--- src/rtl/crossing_ctrl.sv ---
// Pedestrian-crossing controller: synchronizes and debounces a push-button,
// latches a crossing request, and sequences the road light through
// GO -> CLEAR -> WALK -> GO. The road light's go input is driven from here.
module crossing_ctrl #(
    parameter int DEBOUNCE = 4,
    parameter int MIN_GO   = 8,
    parameter int CLEAR    = 6,
    parameter int WALK     = 10
) (
    input  logic clk,
    input  logic rst,
    input  logic btn,
    output logic go,
    output logic walk,
    output logic req_pending
);

    localparam int DB_W    = $clog2(DEBOUNCE);
    localparam int GO_W    = (MIN_GO > 1) ? $clog2(MIN_GO) : 1;
    localparam int TMR_MAX = (CLEAR > WALK) ? CLEAR : WALK;
    localparam int TMR_W   = (TMR_MAX > 1) ? $clog2(TMR_MAX) : 1;

    localparam logic [DB_W-1:0]  DB_LAST   = DB_W'(DEBOUNCE - 1);
    localparam logic [GO_W-1:0]  GO_LAST   = GO_W'(MIN_GO - 1);
    localparam logic [TMR_W-1:0] CLR_LAST  = TMR_W'(CLEAR - 1);
    localparam logic [TMR_W-1:0] WALK_LAST = TMR_W'(WALK - 1);

    typedef enum logic [1:0] {
        S_GO    = 2'd0,
        S_CLEAR = 2'd1,
        S_WALK  = 2'd2
    } state_t;

    // Button path registers
    logic             sync1_q, sync1_d;
    logic             sync2_q, sync2_d;
    logic             stable_q, stable_d;
    logic [DB_W-1:0]  db_cnt_q, db_cnt_d;
    logic             press;

    // Sequencer registers
    state_t           state_q, state_d;
    logic [GO_W-1:0]  go_cnt_q, go_cnt_d;
    logic [TMR_W-1:0] tmr_q, tmr_d;
    logic             req_q, req_d;
    logic             go_q, go_d;
    logic             walk_q, walk_d;

    // Synchronize the raw button and accept a level change only after
    // DEBOUNCE consecutive samples disagree with the accepted level.
    always_comb begin
        sync1_d  = btn;
        sync2_d  = sync1_q;
        stable_d = stable_q;
        db_cnt_d = '0;
        if (sync2_q != stable_q) begin
            if (db_cnt_q == DB_LAST) begin
                stable_d = ~stable_q;
            end else begin
                db_cnt_d = db_cnt_q + 1'b1;
            end
        end
        press = ~stable_q & stable_d;
    end

    // Next-state logic: request latching, phase timers and output decode.
    // A press only registers while the road is in GO; presses seen during
    // CLEAR or WALK are dropped rather than queued.
    always_comb begin
        state_d  = state_q;
        go_cnt_d = go_cnt_q;
        tmr_d    = tmr_q;
        req_d    = req_q;
        if (press && (state_q == S_GO)) begin
            req_d = 1'b1;
        end
        case (state_q)
            S_GO: begin
                if (req_q && (go_cnt_q == GO_LAST)) begin
                    state_d = S_CLEAR;
                    tmr_d   = '0;
                end else if (go_cnt_q != GO_LAST) begin
                    go_cnt_d = go_cnt_q + 1'b1;
                end
            end
            S_CLEAR: begin
                if (tmr_q == CLR_LAST) begin
                    state_d = S_WALK;
                    tmr_d   = '0;
                    req_d   = 1'b0;
                end else begin
                    tmr_d = tmr_q + 1'b1;
                end
            end
            S_WALK: begin
                if (tmr_q == WALK_LAST) begin
                    state_d  = S_GO;
                    go_cnt_d = '0;
                    tmr_d    = '0;
                end else begin
                    tmr_d = tmr_q + 1'b1;
                end
            end
            default: begin
                state_d  = S_GO;
                go_cnt_d = '0;
                tmr_d    = '0;
            end
        endcase
        go_d   = (state_d == S_GO);
        walk_d = (state_d == S_WALK);
    end

    // State and output registers with synchronous reset back to idle GO.
    always_ff @(posedge clk) begin
        if (rst) begin
            sync1_q  <= 1'b0;
            sync2_q  <= 1'b0;
            stable_q <= 1'b0;
            db_cnt_q <= '0;
            state_q  <= S_GO;
            go_cnt_q <= '0;
            tmr_q    <= '0;
            req_q    <= 1'b0;
            go_q     <= 1'b1;
            walk_q   <= 1'b0;
        end else begin
            sync1_q  <= sync1_d;
            sync2_q  <= sync2_d;
            stable_q <= stable_d;
            db_cnt_q <= db_cnt_d;
            state_q  <= state_d;
            go_cnt_q <= go_cnt_d;
            tmr_q    <= tmr_d;
            req_q    <= req_d;
            go_q     <= go_d;
            walk_q   <= walk_d;
        end
    end

    assign go          = go_q;
    assign walk        = walk_q;
    assign req_pending = req_q;

endmodule

--- config.mk ---
export PLATFORM = sky130hd
export DESIGN_NAME = crossing_ctrl
export DESIGN_NICKNAME = d
export VERILOG_FILES = /design/src/rtl/crossing_ctrl.sv
export SDC_FILE = /design/constraint.sdc
export NUM_CORES = 1
export LEC_CHECK = 0
export ABC_CLOCK_PERIOD_IN_PS = 5100
export BUFFER_PORTS_ARGS = -buffer_cell sky130_fd_sc_hd__buf_4
export CAP_MARGIN = 25
export CORE_MARGIN = 5
export CORE_UTILIZATION = 55
export CTS_CLUSTER_SIZE = 12
export DETAILED_ROUTE_END_ITERATION = 12
export GPL_TIMING_DRIVEN = 0
export MAX_ROUTING_LAYER = met4
export PLACE_DENSITY = 0.74
export SYNTH_ARGS = -nofsm -noshare
export SYNTH_HDL_FRONTEND = slang
export SYNTH_SLANG_ARGS = --single-unit
--- constraint.sdc ---
create_clock -name clk -period 5.1 [get_ports clk]
set_input_delay 0.765 -clock clk [delete_from_list [all_inputs] [get_ports clk]]
set_output_delay 0.765 -clock clk [all_outputs]
set_load 0.02 [all_outputs]
After elaboration in Yosys (flattened, before gate mapping)
Cells that the tools add are included.

word-level totals
  input bits = 3
  register bits = 17
  output and inout bits = 3
  logic and storage cells = 53

cells by class
  equality and inequality tests = 13
  bitwise operators = 4
  reduce and logical (&&, ||, !) cells = 6
  add/subtract/negate cells = 3
  muxes and demuxes = 17

operators with widths
  cell                                                                     number
  4-bit 2-to-1 mux                                                         3
  4-bit one-hot mux with 3 select lines                                    1
  3-bit 2-to-1 mux                                                         3
  3-bit one-hot mux with 3 select lines                                    1
  2-bit equality test, second input constant                               3
  2-bit 2-to-1 mux                                                         3
  2-bit one-hot mux with 3 select lines                                    1
  1-bit 2-to-1 mux                                                         5
  4-bit by 1-bit adder with 4-bit output, second input constant            1
  4-bit by 3-bit equality test with 1-bit output, second input constant    1
  4-bit equality test, second input constant                               1
  2-bit logical NOT                                                        2
  2-bit by 1-bit inequality test with 1-bit output, second input constant  2
  2-bit inequality test, second input constant                             2
  4-bit AND reduction                                                      1
  3-bit by 1-bit adder with 3-bit output, second input constant            1
  3-bit equality test, second input constant                               1
  3-bit inequality test, second input constant                             1
  1-bit inverter                                                           3
  3-bit OR reduction                                                       1
  2-bit by 1-bit adder with 2-bit output, second input constant            1
  2-bit by 1-bit equality test with 1-bit output, second input constant    1
  1-bit logical AND                                                        2
  1-bit bitwise AND                                                        1
  1-bit inequality test                                                    1

Longest topological paths before layout
Gate-level depths: netlist of the first run.

  depth after elaboration = 8
  mapped depth = 6
  depth with buffers taken out = 6

Least setup slack after synthesis of the first run
No wires, ideal clock.

  path type = register to register
  start = register state_q[1]
  end = register tmr_q[2]
  arrival time = 1.969 ns
  path buffers = 0
  cell stages (with the launch flop) = 7
  library setup time = 0.075 ns
  clock period less this slack = 2.044 ns
  setup slack = 3.056 ns
  data required time = 5.025 ns
  cells stage by stage = dfxtp_1 inv_1 ha_1 and4bb_1 or4b_4 or4b_1 a31oi_1

on the way
  longest elaborated chain between the ends = 2
  elaborated cells on any way between the ends = 5
  classes of those cells = eq/ne (3); mux (1); reduce/logical (1)

RTL lines
  item                                                                                                              RTL line  RTL
  start: declaration                                                                                                42        state_t state_q, state_d;
  start signal: assignment                                                                                          132       state_q <= state_d;
  2-bit equality test (tied with other cells)                                                                       77        case (state_q)
  4-bit one-hot mux with 3 select lines / 2-bit by 1-bit inequality test with 1-bit output (equally long branches)  --
  end signal: assignment                                                                                            134       tmr_q <= tmr_d;
  end: declaration                                                                                                  44        logic [TMR_W-1:0] tmr_q, tmr_d;

Several ways; a longest one is shown, not always the timed one.
A chain may end at the register's enable or synchronous reset.

Worst setup path after layout of the first run
Ends and elaborated chain as after synthesis.

==> summary.md, run 1 <==
| Metric | Value |
|---|---|
| Fin nets | around 110 |
| RSZ-0062 raised after global routing | no |
| Slew margin rel. | between 40 and 50% |
| Post-CTS Hold Buffers | 0 |
| Cell Area, Synth | approximately 810 µm² |
| Combinational Power Share | 4.6% |
| Fin crit period | between 2 and 2.5 ns |
| Setup Fix Bufs, Post-CTS | 0 |
| Drt first pass iters | 4 |
| Clk slew on worst S/H paths | roughly 0.090 ns |
| CP Capture Type | register |
| Top-area cell type share of the netlist area | between 40% and 50% |
| Detailed Route WL | roughly 1400 µm |
| Area grow syn2layout | 10.3% |
| Iteration-0 DRC Markers | 14 |
| Grt total ovfl | 0 |
| Crit path cell chain | inv_1 > ha_1 > and4bb_1 > or4b_4 > or4b_1 > a31oi_1 |
| Crit path from | state_q[1]$_SDFF_PP0_ |
| R2R Setup Slk | 2.89 ns |
| Clock H-tree levels | 1 |
| Area of the core | ~1400 µm² |
| Drt drc | 0 |
| Power Internal | 0.000170 W |
| Pin count of the biggest net entering global routing | 11 |
| Setup-failing EPs final | 0 |
| Die W | slightly below 50 µm |
| CTS sink cnt | 17 |
| Die area | 2350 µm² |
| Setup crit start kind | register |
| Worst-Margin Slew | 0.868 ns |
| Sequential share of the synthesized area | a little over two fifths |
| Crit Reg-Reg Endpoint | tmr_q[2]$_SDFFE_PP0P_ |
| WP depth | 6 |
| Vias in the first global route | approximately 630 |
| Met3 WL | between 90 and 100 µm |
| Met1 WL | ~610 µm |
| Average cell area after synthesis | just under 10 µm² |
| Post-synth cell types | 31 |
| Bufs and invs on worst path | 1 |
| Req. time, crit path | roughly 5.3 ns |
| Max cap viols | 0 |
| Hold Path Class | reg -> reg |
| Fillers | approximately 120 |
| WP data arrival | 2.43 ns |
| Skew-Pair Late Insertion Delay | roughly 0.29 ns |
| Critical path class | reg -> reg |
| CTS tree | built |
| Cells taking the most area after synthesis | dfxtp_1 42%, ha_1 14%, nor2_1 4.6% |
| TNS Setup | 0 ns |
| Yosys warns | 0 |
| CTS Buf Count | 3 |
| First-pass GRT wire length | 2550 µm |
| Reg power frac | between 60% and 70% |
| FP Rows | 13 |
| Worst Reg-to-Reg Cells | 6 |
| Max FO, Critical Path | 6 |
| Syn nets | 95 |
| Max Root-Sink Buffers | 2 |
| Final Hold Vio Count | 0 |
| Critical path endpoint | tmr_q[2]$_SDFFE_PP0P_ |
| Yosys top cell by area | dfxtp_1 |
| Post-synth EDFFs | 0 |
| Root buffer cell | clkbuf_4 |
| Most frequent cells after synthesis | 17 x dfxtp_1, 10 x nor2_1, 9 x ha_1, 6 x inv_1, 4 x nor2b_1 |
| Routed via count | roughly 650 |
| Routed Antenna Nets | 0 |
| Top FF cell, synth | dfxtp_1 |
| Pleak | 0.369 nW |
| Initial antenna violation count | 0 |
| PortBufs | 5 |
| Reg2reg start | state_q[1]$_SDFF_PP0_ |
| Clk pwr share | between 30% and 40% |
| Top delay family on crit path | simple AND/OR/NAND/NOR gates |
| CP peak stage delay | around 0.56 ns |
| Status | finished, final reports clean |
| Share of cells above drive strength 1 | ~20% |
| #FFs+latches synth | 17 |
| Metal2 WL | around 630 µm |
| Post-CTS Resized | 0 |
| PwrDens | 243 nW/µm² |
| Sw frac | between 20% and 30% |
| Final RePlAce weighted congestion | roughly 0.74 |
| Worst slack at placement | ~2.9 ns |
| Highest routed layer | met4 |
| Chip height | 48.5 µm |
| Via/cell ratio | approximately 6.0 |
| WL/cell | roughly 13 µm |
| Setup slack after layout | 2.89 ns |
| Switching component of the power | 0.0000478 W |
| Cell with the most instances after synthesis | dfxtp_1 |
| Asr flop ratio synth | 0% |
| Slew Viols, Final | 0 |
| Synthesized instance count | just over 80 |
| Clock Skew | 0.00231 ns |
| Antenna diodes | 0 |
| Worst VDD drop | approximately 0.00017 V |
| Total GRT Usage | around 14% |
| Max Fclk | roughly 450 MHz |
| # IOs | 6 |
| HPWL Detailed | roughly 1000 µm |
| Fin crit share | between 40 and 50% |
| CP max stage cell | or4b_4 |
| Initial core utilization | between 60% and 70% |
-- cells in the final DEF, fill, tap and decap left out, drive strengths merged, types with 3 or more instances in the layout --
cell	count
a31oi	3
a21oi	3
inv	6
ha	9
nor2	10
nand2	3
clkbuf	4
buf	5
nor2b	4
dfxtp	17
-- power groups by stage --
stage	Clock (W)	Sequential, W	Combinational, W
after floorplan	0	0.000140	0.00000691
after global placement	0	0.000141	0.00000960
after detailed placement	0	0.000141	0.0000102
after CTS	0.0000750	0.000138	0.0000102
after global routing	0.0000822	0.000138	0.0000120
final	0.0000703	0.000138	0.0000100
-- worst reg2reg max path: stages (launching register included) --
cell and delay, ns:
dfxtp_1 0.35, inv_1 0.08, ha_1 0.25, and4bb_1 0.25
or4b_4 0.56, or4b_1 0.48, a31oi_1 0.16
-- layout make-up --
| cell class | count | area, µm² | area share (%) |
|---|---|---|---|
| multi-input combinational | 59 | 448 | 49.9 |
| sequential | 17 | 340 | 37.9 |
| timing repair buffer | 5 | 37.5 | 4.18 |
| clock buffer | 3 | 22.5 | 2.51 |
| inverter | 6 | 22.5 | 2.51 |
| tap | 15 | 18.8 | 2.09 |
| clock inverter | 1 | 5.00 | 0.557 |
| buffer | 1 | 3.75 | 0.418 |
-- layer usage --
metal,GRT usage [%],vias up
met2,21.3,19
met1,15.8,303
met3,3.98,2
met4,6.73,0
met5,-,-
li1,-,323
-- how the worst min path moves through the flow --
stage               slack [ns]                     end  depth (start not counted)                    from
floorplan                 0.40  db_cnt_q[0]$_SDFF_PP0_                          1  db_cnt_q[0]$_SDFF_PP0_
global placement          0.41  db_cnt_q[0]$_SDFF_PP0_                          1  db_cnt_q[0]$_SDFF_PP0_
detailed placement        0.43  db_cnt_q[0]$_SDFF_PP0_                          1  db_cnt_q[0]$_SDFF_PP0_
CTS                       0.44  db_cnt_q[0]$_SDFF_PP0_                          1  db_cnt_q[0]$_SDFF_PP0_
global route              0.46  db_cnt_q[0]$_SDFF_PP0_                          1  db_cnt_q[0]$_SDFF_PP0_
finish                    0.44  db_cnt_q[0]$_SDFF_PP0_                          1  db_cnt_q[0]$_SDFF_PP0_
-- cell families (layout without fill, tap and decap cells) --
logic type	count (synthesis)	in the layout	synth area share (%)
DFF	17	17	41.8
and+or+nand+nor	32	32	24.6
adders and majority gates	9	9	13.8
buffers and inverters	7	16	3.23
muxes	2	2	2.46
AOI/OAI and AO/OA	16	16	14.1
-- state kept, by name, summed over array words and instances (netlist names), 2 cells and up --
register	flops
db_cnt_q	2
tmr_q	4
state_q	2
go_cnt_q	3
-- per-stage QoR --
stage,util [%],area (µm²),hold slack [ns],total power (W),cells
floorplan,-,815,0.399,0.000147,83
global placement,64.5,871,0.409,0.000150,103
detailed placement,64.5,871,0.425,0.000151,103
CTS,66.5,898,0.439,0.000223,107
global route,66.5,898,0.459,0.000232,107
finish,66.5,898,0.441,0.000218,107
(Power assumes the default switching activity.)
==> run 2, diff against run 1 <==
==> config.mk (replaced) <==
export PLATFORM = sky130hd
export DESIGN_NAME = crossing_ctrl
export DESIGN_NICKNAME = d
export VERILOG_FILES = /design/src/rtl/crossing_ctrl.sv
export SDC_FILE = /design/constraint.sdc
export NUM_CORES = 1
export LEC_CHECK = 0
export ABC_CLOCK_PERIOD_IN_PS = 1790
export BUFFER_PORTS_ARGS = -buffer_cell sky130_fd_sc_hd__buf_4
export CAP_MARGIN = 25
export CORE_ASPECT_RATIO = 1.2
export CORE_MARGIN = 5
export CORE_UTILIZATION = 50
export CTS_CLUSTER_SIZE = 12
export DETAILED_ROUTE_END_ITERATION = 12
export GPL_TIMING_DRIVEN = 0
export MAX_ROUTING_LAYER = met4
export PLACE_DENSITY = 0.71
export SYNTH_ARGS = -nofsm -noshare
export SYNTH_HDL_FRONTEND = slang
export SYNTH_SLANG_ARGS = --single-unit
==> constraint.sdc (replaced) <==
create_clock -name clk -period 1.79 [get_ports clk]
set_input_delay 0.2685 -clock clk [delete_from_list [all_inputs] [get_ports clk]]
set_output_delay 0.2685 -clock clk [all_outputs]
set_load 0.02 [all_outputs]
==> run 2 against run 1 <==
  * The flow now finishes with violations (setup timing)
  * Critical path depth did not move
  * Count of clock-buffer cells in the layout unchanged
  * Clock power grew to 2.8 times the previous value
  * Largest cell class unchanged
  * Highest routed layer unchanged
==> summary.md, run 2 (synthesis gave the netlist of run 1 again) <==
| Metric | Value |
|---|---|
| Antenna diodes | 0 |
| Worst-Margin Slew | between 0.4 and 0.5 ns |
| Detailed Route WL | about 1600 µm |
| Max FO, Critical Path | 5 |
| Drt first pass iters | 4 |
| Cell Area, Placed | 911 µm² |
| Pin count of the biggest net entering global routing | 11 |
| Clk slew on worst S/H paths | approximately 0.10 ns |
| Pleak | between 0.4 and 0.5 nW |
| Worst VDD drop | ~0.00051 V |
| Root buffer cell | clkbuf_4 |
| CTS tree | built |
| Post-route cell area | 1040 µm² |
| # IOs | 6 |
| Initial antenna violation count | 0 |
| Status | finished with violations |
| CTS Buf Count | 3 |
| Post-CTS Hold Buffers | 0 |
| Slew Viols, Final | 0 |
| Top reg by flops | tmr_q |
| CTS sink cnt | 17 |
| First-pass GRT wire length | approximately 2800 µm |
| Routed Antenna Nets | 0 |
| Skew-Pair Late Insertion Delay | 0.29 ns |
| PortBufs | 5 |
| Via/cell ratio | 5.76 |
| Setup-failing EPs final | 5 |
| Chip height | ~54 µm |
| Req. time, crit path | 2.01 ns |
| Top flop regs | tmr_q x4, go_cnt_q x3 |
| FP Rows | 16 |
| Max cap viols | 0 |
| PwrDens | roughly 600 nW/µm² |
| Clock H-tree levels | 1 |
| Share of cells above drive strength 1 | 38.4% |
| Vias in the first global route | between 600 and 700 |
| RSZ-0062 raised after global routing | yes |
| Failing checks | setup timing |
| WP data arrival | around 2.2 ns |
| Slew margin rel. | 69.2% |
| Commonest non-fill, non-tap cell in the layout | dfxtp_1 |
| Routed via count | about 670 |
| Fin crit share | 113% |
| Setup slack after layout | -0.230 ns |
| Final Hold Vio Count | 0 |
| Drt drc | 0 |
| Die W | around 47 µm |
| HPWL Detailed | approximately 1100 µm |
| Area of the core | 1580 µm² |
| Fin crit period | between 2 and 2.5 ns |
| Initial core utilization | approximately half |
| Area grow syn2layout | 27.7% |
| Iteration-0 DRC Markers | 9 |
| WL/cell | approximately 14 µm |
| Max Fclk | 495 MHz |
| Total GRT Usage | between 10% and 20% |
| CP Capture Type | register |
| Hold Path Class | in -> reg |
| Placed Cells incl. Taps | around 110 |
| Setup crit start kind | register |
| Max reg flops | 4 |
| Count of non-filler cells in the finished layout | 117 |
| Max Root-Sink Buffers | 2 |
| Critical path class | reg -> reg |
| Die area | about 2500 µm² |
| Worst slack at placement | -0.234 ns |
| Fin nets | around 110 |
| Grt total ovfl | 0 |
| Commonest cells after routing, fill and taps aside | 13 x dfxtp_1, 12 x buf_4, 10 x nor2_1 |
| Clock Skew | ~0.005 ns |
| Final RePlAce weighted congestion | about 0.78 |
## run 2: changes by cell type in the layout (fill, tap and decap cells not counted), sizes merged
cell / change
buf: +7
## run 2: timing repair
item                                    CTS  global route
hold endpoints to repair                  0             0
endpoints found under the setup margin    9            10
gates cloned                              0             0
pin swaps                                 3             3
setup buffers                             6             1
gates resized for setup                   8             4
## run 2: critical path, stage by stage (launching register included)
cell      delay (ns)
dfxtp_4         0.38
inv_4           0.06
ha_4            0.12
and4bb_2        0.22
or4b_4          0.54
or3b_2          0.45
a31oi_1         0.17
## run 2: final cells by class
class,count,area (µm²)
clock buffer,3,22.5
inverter,6,27.5
timing repair buffer,12,90.1
clock inverter,1,5.00
fill,129,542
buffer,1,3.75
multi-input combinational,59,518
sequential,17,350
tap,18,22.5
## run 2: final timing paths
| kind | from | endpoint | slack, ns | cells past startpoint |
|---|---|---|---|---|
| worst min register to register | db_cnt_q[0]$_SDFF_PP0_ | db_cnt_q[0]$_SDFF_PP0_ | 0.43 | 1 |
| worst max-delay path | state_q[0]$_SDFF_PP0_ | tmr_q[2]$_SDFFE_PP0P_ | -0.23 | 6 |
| worst min-delay path | rst | state_q[0]$_SDFF_PP0_ | 0.20 | 2 |
| worst max register to register | state_q[0]$_SDFF_PP0_ | tmr_q[2]$_SDFFE_PP0P_ | -0.23 | 6 |
## run 2: metal layers
metal	track usage (%)	up-vias	routed length, µm
met2	26.5	13	854
met5	-	-	0
met1	17.5	321	659
met4	7.37	0	51
met3	3.29	6	55
li1	-	334	-
## run 2: power by group
part           total (W)  switching, W  internal (W)
sequential      0.000389    0.00000504      0.000384
combinational  0.0000291     0.0000149     0.0000142
clock           0.000199      0.000116     0.0000830
## run 2: stage by stage
step | hold WS [ns] | setup TNS, ns | util, % | power (W)
after floorplan | 0.348 | -0.334 | - | 0.000418
after global placement | 0.407 | -0.922 | 57.6 | 0.000426
after detailed placement | 0.428 | -1.36 | 57.6 | 0.000429
after CTS | 0.190 | -0.585 | 63.8 | 0.000627
after global routing | 0.200 | -1.29 | 65.7 | 0.000654
final | 0.196 | -0.709 | 65.7 | 0.000617
